`src/rtl/vga_pkg.sv`:
```
// Shared types and constants for the VGA mode controller.
// Reset thresholds, register map and FSM encoding.
package vga_pkg;

  typedef logic [10:0] thr_t;
  typedef thr_t [7:0] thr_set_t;

  localparam thr_t RST_PIXEL   = 11'd640;
  localparam thr_t RST_EOHFP   = 11'd664;
  localparam thr_t RST_EOHSYNC = 11'd696;
  localparam thr_t RST_EOLINE  = 11'd742;
  localparam thr_t RST_LINE    = 11'd480;
  localparam thr_t RST_EOVFP   = 11'd483;
  localparam thr_t RST_EOVSYNC = 11'd488;
  localparam thr_t RST_EOFRAME = 11'd502;

  // vertical counter in vga_timing is 10 bits
  localparam thr_t VMAX = 11'd1023;

  localparam logic [3:0] ADDR_CTRL   = 4'd8;
  localparam logic [3:0] ADDR_STATUS = 4'd9;

  localparam int CTRL_EN     = 0;
  localparam int CTRL_COMMIT = 1;
  localparam int ST_PEND     = 0;
  localparam int ST_ERR      = 1;
  localparam int ST_EN       = 2;

  typedef enum logic [1:0] {
    IDLE,
    WAIT_VS,
    APPLY,
    HOLD
  } state_t;

endpackage

```
`src/rtl/vga_mode_ctrl_if.sv`:
```
// Register bus between the SoC and vga_mode_ctrl.
// Single-cycle strobes, one-cycle registered acknowledge.
interface vga_mode_ctrl_if;
  logic        cfg_we;
  logic        cfg_re;
  logic [3:0]  cfg_addr;
  logic [10:0] cfg_wdata;
  logic [10:0] cfg_rdata;
  logic        cfg_ack;

  modport master (
    output cfg_we, cfg_re, cfg_addr, cfg_wdata,
    input  cfg_rdata, cfg_ack
  );

  modport slave (
    input  cfg_we, cfg_re, cfg_addr, cfg_wdata,
    output cfg_rdata, cfg_ack
  );
endinterface

```
`src/rtl/vga_mode_check.sv`:
```
// Combinational validator for a shadow timing set.
// Checks threshold ordering and the vertical counter range.
module vga_mode_check
  import vga_pkg::*;
(
  input  thr_set_t thr,
  output logic     valid
);
  logic h_ok;
  logic v_ok;

  assign h_ok = (thr[0] <= thr[1])
             && (thr[1] <  thr[2])
             && (thr[2] <  thr[3]);
  assign v_ok = (thr[4] <= thr[5])
             && (thr[5] <  thr[6])
             && (thr[6] <  thr[7]);
  assign valid = h_ok && v_ok && (thr[7] <= VMAX);
endmodule

```
`src/rtl/vga_mode_ctrl.sv`:
```
// Shadow/active mode registers for vga_timing with validated
// commit, vsync-aligned apply and a generator reset pulse.
module vga_mode_ctrl
  import vga_pkg::*;
#(
  parameter int unsigned HOLD_CYCLES = 2,
  parameter thr_t DEF_PIXEL   = RST_PIXEL,
  parameter thr_t DEF_EOHFP   = RST_EOHFP,
  parameter thr_t DEF_EOHSYNC = RST_EOHSYNC,
  parameter thr_t DEF_EOLINE  = RST_EOLINE,
  parameter thr_t DEF_LINE    = RST_LINE,
  parameter thr_t DEF_EOVFP   = RST_EOVFP,
  parameter thr_t DEF_EOVSYNC = RST_EOVSYNC,
  parameter thr_t DEF_EOFRAME = RST_EOFRAME
) (
  input  logic pixel_clk,
  input  logic rst,
  vga_mode_ctrl_if.slave cfg,
  input  logic vsync_i,
  output thr_t pixel_num,
  output thr_t eohfp_num,
  output thr_t eohsync_num,
  output thr_t eoline_num,
  output thr_t line_num,
  output thr_t eovfp_num,
  output thr_t eovsync_num,
  output thr_t eoframe_num,
  output logic tgen_rst,
  output logic mode_irq
);
  thr_set_t   defs;
  thr_set_t   shadow;
  thr_set_t   active;
  state_t     state;
  state_t     nxt;
  logic       enable;
  logic       pending;
  logic       cfg_err;
  logic       vsync_q;
  logic [3:0] cnt;
  logic       valid;
  logic       wr_thr;
  logic       wr_ctrl;
  logic       commit;
  logic       vs_fall;
  logic       en_off;
  logic       en_nxt;
  logic       acc;
  logic       rej;
  thr_t       rd;

  assign defs = {DEF_EOFRAME, DEF_EOVSYNC,
                 DEF_EOVFP, DEF_LINE,
                 DEF_EOLINE, DEF_EOHSYNC,
                 DEF_EOHFP, DEF_PIXEL};

  vga_mode_check u_check (
    .thr   (shadow),
    .valid (valid)
  );

  assign wr_thr  = cfg.cfg_we && !cfg.cfg_addr[3];
  assign wr_ctrl = cfg.cfg_we
                && (cfg.cfg_addr == ADDR_CTRL);
  assign commit  = wr_ctrl && !pending
                && cfg.cfg_wdata[CTRL_COMMIT];
  assign vs_fall = vsync_q && !vsync_i;
  assign en_off  = wr_ctrl && !cfg.cfg_wdata[CTRL_EN];
  assign en_nxt  = wr_ctrl ? cfg.cfg_wdata[CTRL_EN]
                           : enable;

  always_comb begin
    nxt = state;
    acc = 1'b0;
    rej = 1'b0;
    unique case (state)
      IDLE: begin
        if (commit && !valid) begin
          rej = 1'b1;
        end else if (commit) begin
          acc = 1'b1;
          nxt = en_nxt ? WAIT_VS : APPLY;
        end
      end
      WAIT_VS: begin
        if (vs_fall || en_off || !enable)
          nxt = APPLY;
      end
      APPLY: nxt = HOLD;
      HOLD: begin
        if (cnt <= 4'd1)
          nxt = IDLE;
      end
      default: nxt = IDLE;
    endcase
  end

  always_comb begin
    rd = '0;
    if (!cfg.cfg_addr[3]) begin
      rd = shadow[cfg.cfg_addr[2:0]];
    end else if (cfg.cfg_addr == ADDR_CTRL) begin
      rd[CTRL_EN] = enable;
    end else if (cfg.cfg_addr == ADDR_STATUS) begin
      rd[ST_PEND] = pending;
      rd[ST_ERR]  = cfg_err;
      rd[ST_EN]   = enable;
    end
  end

  always_ff @(posedge pixel_clk) begin
    if (rst) begin
      state <= IDLE;
      cnt   <= '0;
    end else begin
      state <= nxt;
      if (state == APPLY)
        cnt <= 4'(HOLD_CYCLES);
      else if (state == HOLD)
        cnt <= cnt - 4'd1;
    end
  end

  // Active set and irq switch on the edge that enters APPLY.
  always_ff @(posedge pixel_clk) begin
    if (rst) begin
      shadow        <= defs;
      active        <= defs;
      enable        <= 1'b1;
      pending       <= 1'b0;
      cfg_err       <= 1'b0;
      vsync_q       <= 1'b1;
      tgen_rst      <= 1'b1;
      mode_irq      <= 1'b0;
      cfg.cfg_ack   <= 1'b0;
      cfg.cfg_rdata <= '0;
    end else begin
      vsync_q       <= vsync_i;
      cfg.cfg_ack   <= cfg.cfg_we || cfg.cfg_re;
      cfg.cfg_rdata <= cfg.cfg_re ? rd : '0;
      if (wr_thr && !pending)
        shadow[cfg.cfg_addr[2:0]] <= cfg.cfg_wdata;
      if (wr_ctrl)
        enable <= cfg.cfg_wdata[CTRL_EN];
      if (rej)
        cfg_err <= 1'b1;
      if (acc) begin
        cfg_err <= 1'b0;
        pending <= 1'b1;
      end
      if (state == APPLY)
        pending <= 1'b0;
      mode_irq <= (nxt == APPLY);
      if (nxt == APPLY)
        active <= shadow;
      tgen_rst <= !en_nxt || (nxt == APPLY)
               || (nxt == HOLD);
    end
  end

  assign pixel_num   = active[0];
  assign eohfp_num   = active[1];
  assign eohsync_num = active[2];
  assign eoline_num  = active[3];
  assign line_num    = active[4];
  assign eovfp_num   = active[5];
  assign eovsync_num = active[6];
  assign eoframe_num = active[7];
endmodule

```
`src/flat_wrapper.sv`:
```
// flat-port wrapper written by rule: the top's interface ports become plain ports
module vga_mode_ctrl_flat import vga_pkg::*;
#(
  parameter int unsigned HOLD_CYCLES = 2,
  parameter thr_t DEF_PIXEL   = RST_PIXEL,
  parameter thr_t DEF_EOHFP   = RST_EOHFP,
  parameter thr_t DEF_EOHSYNC = RST_EOHSYNC,
  parameter thr_t DEF_EOLINE  = RST_EOLINE,
  parameter thr_t DEF_LINE    = RST_LINE,
  parameter thr_t DEF_EOVFP   = RST_EOVFP,
  parameter thr_t DEF_EOVSYNC = RST_EOVSYNC,
  parameter thr_t DEF_EOFRAME = RST_EOFRAME
)
  (pixel_clk, rst, vsync_i, pixel_num, eohfp_num, eohsync_num, eoline_num, line_num, eovfp_num, eovsync_num, eoframe_num, tgen_rst, mode_irq, cfg_cfg_we, cfg_cfg_re, cfg_cfg_addr, cfg_cfg_wdata, cfg_cfg_rdata, cfg_cfg_ack);
  vga_mode_ctrl_if cfg_i ();
  input  logic pixel_clk;
  input  logic rst;
  input  logic vsync_i;
  output thr_t pixel_num;
  output thr_t eohfp_num;
  output thr_t eohsync_num;
  output thr_t eoline_num;
  output thr_t line_num;
  output thr_t eovfp_num;
  output thr_t eovsync_num;
  output thr_t eoframe_num;
  output logic tgen_rst;
  output logic mode_irq;
  input wire logic [$bits(cfg_i.cfg_we)-1:0] cfg_cfg_we;
  input wire logic [$bits(cfg_i.cfg_re)-1:0] cfg_cfg_re;
  input wire logic [$bits(cfg_i.cfg_addr)-1:0] cfg_cfg_addr;
  input wire logic [$bits(cfg_i.cfg_wdata)-1:0] cfg_cfg_wdata;
  output wire logic [$bits(cfg_i.cfg_rdata)-1:0] cfg_cfg_rdata;
  output wire logic [$bits(cfg_i.cfg_ack)-1:0] cfg_cfg_ack;
  assign cfg_i.cfg_we = cfg_cfg_we;
  assign cfg_i.cfg_re = cfg_cfg_re;
  assign cfg_i.cfg_addr = cfg_cfg_addr;
  assign cfg_i.cfg_wdata = cfg_cfg_wdata;
  assign cfg_cfg_rdata = cfg_i.cfg_rdata;
  assign cfg_cfg_ack = cfg_i.cfg_ack;
  vga_mode_ctrl #(.HOLD_CYCLES(HOLD_CYCLES), .DEF_PIXEL(DEF_PIXEL), .DEF_EOHFP(DEF_EOHFP), .DEF_EOHSYNC(DEF_EOHSYNC), .DEF_EOLINE(DEF_EOLINE), .DEF_LINE(DEF_LINE), .DEF_EOVFP(DEF_EOVFP), .DEF_EOVSYNC(DEF_EOVSYNC), .DEF_EOFRAME(DEF_EOFRAME)) u_core (.pixel_clk(pixel_clk), .rst(rst), .cfg(cfg_i), .vsync_i(vsync_i), .pixel_num(pixel_num), .eohfp_num(eohfp_num), .eohsync_num(eohsync_num), .eoline_num(eoline_num), .line_num(line_num), .eovfp_num(eovfp_num), .eovsync_num(eovsync_num), .eoframe_num(eoframe_num), .tgen_rst(tgen_rst), .mode_irq(mode_irq));
endmodule
```
`config.mk`:
```
export PLATFORM = sky130hd
export DESIGN_NAME = vga_mode_ctrl_flat
export DESIGN_NICKNAME = d
export VERILOG_FILES = /design/src/rtl/vga_pkg.sv /design/src/rtl/vga_mode_ctrl_if.sv /design/src/rtl/vga_mode_check.sv /design/src/rtl/vga_mode_ctrl.sv /design/src/flat_wrapper.sv
export SDC_FILE = /design/constraint.sdc
export NUM_CORES = 1
export LEC_CHECK = 0
export CELL_PAD_IN_SITES_DETAIL_PLACEMENT = 1
export CELL_PAD_IN_SITES_GLOBAL_PLACEMENT = 1
export CORE_MARGIN = 2
export CORE_UTILIZATION = 46
export DETAILED_ROUTE_END_ITERATION = 10
export PLACE_DENSITY_LB_ADDON = 0.1
export REMOVE_ABC_BUFFERS = 1
export SKIP_LAST_GASP = 1
export SLEW_MARGIN = 20
export SYNTH_ARGS = -nofsm -noshare
export SYNTH_HDL_FRONTEND = slang
export SYNTH_SLANG_ARGS = --single-unit
```
`constraint.sdc`:
```
create_clock -name pixel_clk -period 4.3 [get_ports pixel_clk]
set_input_delay 0.43 -clock pixel_clk [delete_from_list [all_inputs] [get_ports pixel_clk]]
set_output_delay 0.43 -clock pixel_clk [all_outputs]
set_load 0.005 [all_outputs]
```
; ---- Yosys cells after proc, flatten, opt, wreduce, memory -nomap -nowiden
; Index checks and enable logic that the tools add are counted.
[totals]
reg_bits = 200
latch_bits = 0
ramBits = 0
mem_bits_ro = 0
memories = 0
[op_classes]
n_addsub = 1
multipliers = 0
div = 0
order_cmp = 10
eq_ne = 7
shifts = 0
muxes = 23
bitwise_logic = 1
n_reduce_logical = 33
[ops]
columns = cell, count
row1 = bitwise mux 88 bit, 1
row2 = < comparator 11 bit, 4
row3 = binary-select mux 11 bit (select 3 bit), 1
row4 = demux 11 bit (select 3 bit), 1
row5 = <= comparator 11 bit, 2
row6 = two-way mux 11 bit, 2
row7 = two-way mux 2 bit, 8
row8 = logical AND 1 bit, 15
row9 = <= comparator 11 x 10 -> 1 bit (second input constant), 1
row10 = == test 2 bit (second input constant), 4
row11 = == test 4 bit (second input constant), 2
row12 = case mux 2 bit (4 select lines), 1
row13 = logical NOT 1 bit, 7
row14 = two-way mux 1 bit, 7
row15 = two-way mux 3 bit, 2
row16 = OR reduction 2 bit, 3
row17 = logical OR 1 bit, 5
row18 = <= comparator 4 x 1 -> 1 bit (second input constant), 1
row19 = < comparator 3 x 4 -> 1 bit (second input constant), 1
row20 = subtractor 4 x 1 -> 4 bit (second input constant), 1
row21 = greater-or-equal comparator 3 x 1 -> 1 bit (second input constant), 1
row22 = OR reduction 3 bit, 1
row23 = == test 2 x 1 -> 1 bit (second input constant), 1
row24 = logical NOT 2 bit, 1
row25 = other kinds (2), 2

; ---- Logic depth before layout (Yosys ltp)
; Gate-level depths: netlist of run 1.
[logic_depth]
word_depth = 12
mapped_depth = 12
mapped_depth_nobuf = 9

; ---- Hierarchy
; From an unflattened synthesis of run 1, not the netlist that was laid out.
[unflattened]
cells_unflattened = 1160
area_unflattened_um2 = 9809.4
[by_module_without_submodules]
columns = mod, n_inst, cells_each, area_each_um2, seq_area_each_um2
row1 = vga_mode_ctrl, 1, 943, 8266.7, 4003.8
row2 = vga_mode_check, 1, 217, 1542.7, 0.0

; ---- Worst setup path after synthesis of run 1
; No wires, ideal clock.
[synth_timing]
path_type = flip-flop to flip-flop
startpoint = reg u_core.shadow[32] (netlist bit)
endpoint = reg u_core.active (netlist bit u_core.eoframe_num[1])
t_arrival_ps = 2537
t_required_ps = 4180
slack_ps = 1643
stages_incl_launch_ff = 13
n_path_buf = 3
cell_sequence = dfxtp_1 inv_1 ha_1 a222oi_1 nand3_1 a21oi_1 nand4_1 or4_1 o211a_1 buf_2 buf_6 buf_6 mux2i_1
[synth_between]
elab_chain_cells = 10
word_cells_on_any_way = 11
[synth_lines]
columns = item, line
row1 = from (decl), vga_mode_ctrl.sv:32  ; thr_set_t shadow;
row2 = from (signal assigned), vga_mode_ctrl.sv:127  ; shadow <= defs;
row3 = "from (signal, indexed assignment)", vga_mode_ctrl.sv:142  ; shadow[cfg.cfg_addr[2:0]] <= cfg.cfg_wdata;
row4 = < comparator 11 bit, vga_mode_check.sv:13  ; && (thr[1] < thr[2])
row5 = logical AND 1 bit, vga_mode_check.sv:13
row6 = logical AND 1 bit (*), vga_mode_check.sv:14  ; && (thr[2] < thr[3]);
row7 = logical AND 1 bit (*) (2 in a row), vga_mode_check.sv:18  ; assign valid = h_ok && v_ok && (thr[7] <= VMAX);
row8 = logical NOT 1 bit (*), vga_mode_ctrl.sv:78  ; if (commit && !valid) begin
row9 = logical AND 1 bit (*), vga_mode_ctrl.sv:78
row10 = two-way mux 2 bit (*), vga_mode_ctrl.sv:78
row11 = case mux 2 bit (4 select lines) (*), vga_mode_ctrl.sv:76  ; unique case (state)
row12 = == test 2 bit (*), vga_mode_ctrl.sv:154  ; if (nxt == APPLY)
row13 = to (signal assigned), vga_mode_ctrl.sv:128  ; active <= defs;
row14 = to (signal assigned), vga_mode_ctrl.sv:155  ; active <= shadow;
row15 = to (decl), vga_mode_ctrl.sv:33  ; thr_set_t active;
; Every way passes the cells marked *; elsewhere a longest branch is shown, timed or not.
; A chain may end at the register's enable or synchronous reset.

; ---- Worst setup path in the final report of run 1
[layout_timing]
startpoint = reg u_core.shadow[19] (netlist bit)
endpoint = reg u_core.active (netlist bit u_core.eoframe_num[2])
[layout_between]
elab_chain_cells = 10
word_cells_on_any_way = 11
[layout_lines]
columns = item, line
row1 = <= comparator 11 bit / < comparator 11 bit (equally long branches), "vga_mode_check.sv:12, vga_mode_check.sv:13"
row2 = logical AND 1 bit (*), vga_mode_check.sv:13
row3 = logical AND 1 bit (*), vga_mode_check.sv:14
row4 = logical AND 1 bit (*) (2 in a row), vga_mode_check.sv:18
row5 = logical NOT 1 bit (*), vga_mode_ctrl.sv:78
row6 = logical AND 1 bit (*), vga_mode_ctrl.sv:78
row7 = two-way mux 2 bit (*), vga_mode_ctrl.sv:78
row8 = case mux 2 bit (4 select lines) (*), vga_mode_ctrl.sv:76
row9 = == test 2 bit (*), vga_mode_ctrl.sv:154
; Marked as above.

==> impl_results.md, run 1 <==
- Synth warnings: 0
- Top-area cell type share of the netlist area: 0.4008
- Post-synth EDFFs: 0
- Die Footprint: 22910 µm²
- DRC viols: 0
- Clk_lat worst skew: 0.44 ns
- RSZ-0062 raised after global routing: no
- Final max-slew violation count: 0
- Arr. time, crit path: 4.20 ns
- Slowest CP cell: o211a_4
- Number of library cell types mapped by synthesis: 50
- Worst Path Required: 4.65 ns
- Crit path cell chain: inv_1, ha_1, a21oi_1, o21ai_1, nor4_1, o22ai_1, nor4b_1, o211a_4, buf_12, mux2i_1
- Fin crit period: 3.849 ns
- DR vias/cell: 5.516
- Die width: 151.4 µm
- Post-CTS Setup Bufs: 0
- Starting density of the core: 0.4722
- H-tree levels: 4
- Fin crit share: 0.8952
- Avg Cell Area, Syn: 9.115 µm²
- Critical Path Max Stage Delay: 0.90 ns
- # resized after CTS: 0
- Avg WL per Cell: 19.31 µm
- Largest net degree at the start of global routing: 148
- Largest cells by area after synthesis: dfxtp_1, mux2i_1, ha_1
- Slew at the pin closest to its max-slew limit: 1.089 ns
- Seq/Total Area, Yosys: 0.4008
- Antenna violations before repair: 0
- Most frequent cell after synthesis: dfxtp_1
- Synth Instances: 1096
- Num Clock Sinks: 200
- Cell taking the most area after synthesis: dfxtp_1
- Vias: 8037
- Pwr/cell area: 327.7 nW/µm²
- Hpwl dp: 19480 µm
- N_diodes: 0
- Fin area: 11960 µm²
- Clock root buffer: clkbuf_16
- Grt ovf: 0
- Layout cells sized above 1: 0.06176
- Drt pass-1 iters: 5
- GRT Overall Usage: 0.2538
- Clk buf depth: 2
- Hold buffers post-CTS: 0
- Leak: 4.629 nW
- Final GP Congestion: 0.8633
- Num CTS Buffers: 17
- Worst hold path type: flip-flop to flip-flop
- Outcome: complete, no violations
- First-pass GRT wire length: 44590 µm
- Fin. Hold Viols: 0
- Routed Antenna Nets: 0
- Largest fanout on the critical path: 55
- Most frequent cells after synthesis: dfxtp_1, nor2_1, mux2i_1
- Rows: 53
- VDD IR-drop max: 0.2310 mV
- Max cap viols: 0
- Startpoint Class: flip-flop
- Top Ports: 122
- Mapped cell area: 9990 µm²
- Hold slack: 0.4739 ns
- Die H: 151.4 µm
- Drt initial violations: 516
- Max Fclk: 259.8 MHz
- Fraction of registers with async set/reset: 0
- Worst Setup Path Type: flip-flop to flip-flop
- Ys flop type: dfxtp_1
- Synthesis-stage register bit count: 200
- CTS tree: done
- Area grow syn2layout: 19.71%
- Core Area: 21150 µm²
- Crit path capture type: flip-flop
- Rel. slew slack: 0.2741
- PortBufs: 121
- Final setup fails: 0
- Fin nets: 1254
- Routed WL: 28130 µm
- Clk slew on worst S/H paths: 0.07 ns
- Placed Instance Area: 11340 µm²
- Worst Clk Skew: 0.01449 ns
- Vias in the first global route: 8062
[layout by cell type, fill, tap and decap left out, drive strengths merged, types with 2 or more instances in the layout]
| cell | netlist | layout |
|---|---|---|
| o21ai | 9 | 9 |
| clkdlybuf4s50 | 0 | 119 |
| a21oi | 66 | 66 |
| bufinv | 0 | 3 |
| and4 | 2 | 2 |
| and3 | 8 | 8 |
| a31oi | 3 | 3 |
| a21o | 5 | 5 |
| nand3b | 3 | 3 |
| nor4 | 5 | 5 |
| a211oi | 3 | 3 |
| nor2 | 150 | 150 |
| clkinv | 0 | 5 |
| nand4 | 9 | 9 |
| ha | 64 | 64 |
| mux2i | 117 | 117 |
| nor2b | 6 | 6 |
| nor3 | 3 | 3 |
| clkbuf | 61 | 22 |
| nor3b | 2 | 2 |
| nand3 | 15 | 15 |
| o32a | 2 | 2 |
| mux4 | 22 | 22 |
| or3 | 3 | 3 |
| o22ai | 4 | 4 |
| nand2 | 85 | 85 |
| and2 | 4 | 4 |
| nand2b | 103 | 103 |
| a211o | 33 | 33 |
| nor4b | 2 | 2 |
| inv | 68 | 69 |
| o31ai | 3 | 3 |
| dfxtp | 200 | 200 |
| a311o | 5 | 5 |
| buf | 17 | 14 |
| o211ai | 2 | 2 |
| nand4b | 2 | 2 |
[final cells by class]
class	instances	area [µm²]
Clock buffer	22	484.2
Clock inverter	9	138.9
Fill cell	2383	9195
Inverter	68	255.2
Multi-Input combinational cell	750	5410
Sequential cell	200	4004
Tap cell	275	344.1
Timing Repair Buffer	133	1323
[stage by stage]
| step | utilization | instances | power (W) | setup TNS (ns) | setup WS (ns) |
|---|---|---|---|---|---|
| final | 0.5653 | 1457 | 0.003919 | 0 | 0.4506 |
| after global routing | 0.5653 | 1457 | 0.004053 | 0 | 0.1366 |
| after CTS | 0.5653 | 1457 | 0.003950 | 0 | 0.4034 |
| after detailed placement | 0.5359 | 1426 | 0.002244 | 0 | 0.3905 |
| after global placement | 0.5359 | 1426 | 0.002240 | 0 | 0.5179 |
| after floorplan | - | 1018 | 0.002085 | -39.19 | -0.4454 |
[critical path: cells and delay by family (launching register included)]
family	cells	cell delay (ns)
multiplexers	1	0.25
AND/OR/NAND/NOR	2	0.92
flip-flops	1	0.45
adder cells (fa/ha/maj)	1	0.30
buffers and inverters	2	0.41
AO/OA/AOI/OAI	4	1.41
[worst paths after layout]
path	from	to	slack, ns	cells past startpoint
setup / recovery	u_core.shadow[19]	u_core.eoframe_num[2]	0.45	10
hold / removal	u_core.pixel_num[10]	u_core.pixel_num[10]	0.47	2
setup reg to reg	u_core.shadow[19]	u_core.eoframe_num[2]	0.45	10
hold reg to reg	u_core.pixel_num[10]	u_core.pixel_num[10]	0.47	2
[flip-flops by register name, indices dropped and copies added, names as in the netlist, 2 cells and up]
register and count:
u_core.state 2, u_core.eohfp_num 11, u_core.eoline_num 11, u_core.eohsync_num 11, u_core.shadow 88, u_core.cfg.cfg_rdata 11, u_core.eovfp_num 11, u_core.cnt 4
u_core.eovsync_num 11, u_core.eoframe_num 11, u_core.pixel_num 11, u_core.line_num 11
[metal layers]
layer | GRT usage | share of wire | wire [µm] | vias to the layer above
li1 | - | - | - | 3889
met1 | 0.3458 | 0.47 | 13320 | 3985
met2 | 0.4269 | 0.49 | 13680 | 139
met3 | 0.03645 | 0.026 | 728 | 24
met4 | 0.05794 | 0.014 | 395 | 0
met5 | 0 | 0 | 0 | -
[power by group]
part	leakage (nW)	internal, W	switching (W)	total, W
clock	0.307	0.000982	0.000732	0.00171
sequential	1.62	0.00187	0.0000205	0.00189
combinational	2.70	0.000128	0.000186	0.000315
[cell families (layout without fill, tap and decap cells)]
kind of cell               after synthesis  after routing  synth area share
muxes                                  139            139            0.1668
and+or+nand+nor                        405            405            0.1989
DFF                                    200            200            0.4008
AOI/OAI and AO/OA                      142            142           0.09431
buffers and inverters                  146            232           0.05899
adders and majority gates               64             64           0.08016
(Power assumes the default switching activity.)
==> inputs of run 2 (changes only) <==
--- a/config.mk
+++ b/config.mk
@@ -10,6 +10,7 @@
 export CORE_MARGIN = 2
 export CORE_UTILIZATION = 46
 export DETAILED_ROUTE_END_ITERATION = 10
+export HOLD_SLACK_MARGIN = 0.1
 export PLACE_DENSITY_LB_ADDON = 0.1
 export REMOVE_ABC_BUFFERS = 1
 export SKIP_LAST_GASP = 1
==> results of run 2 <==
No change in the layout: final DEF, timing and power equal those of run 1.
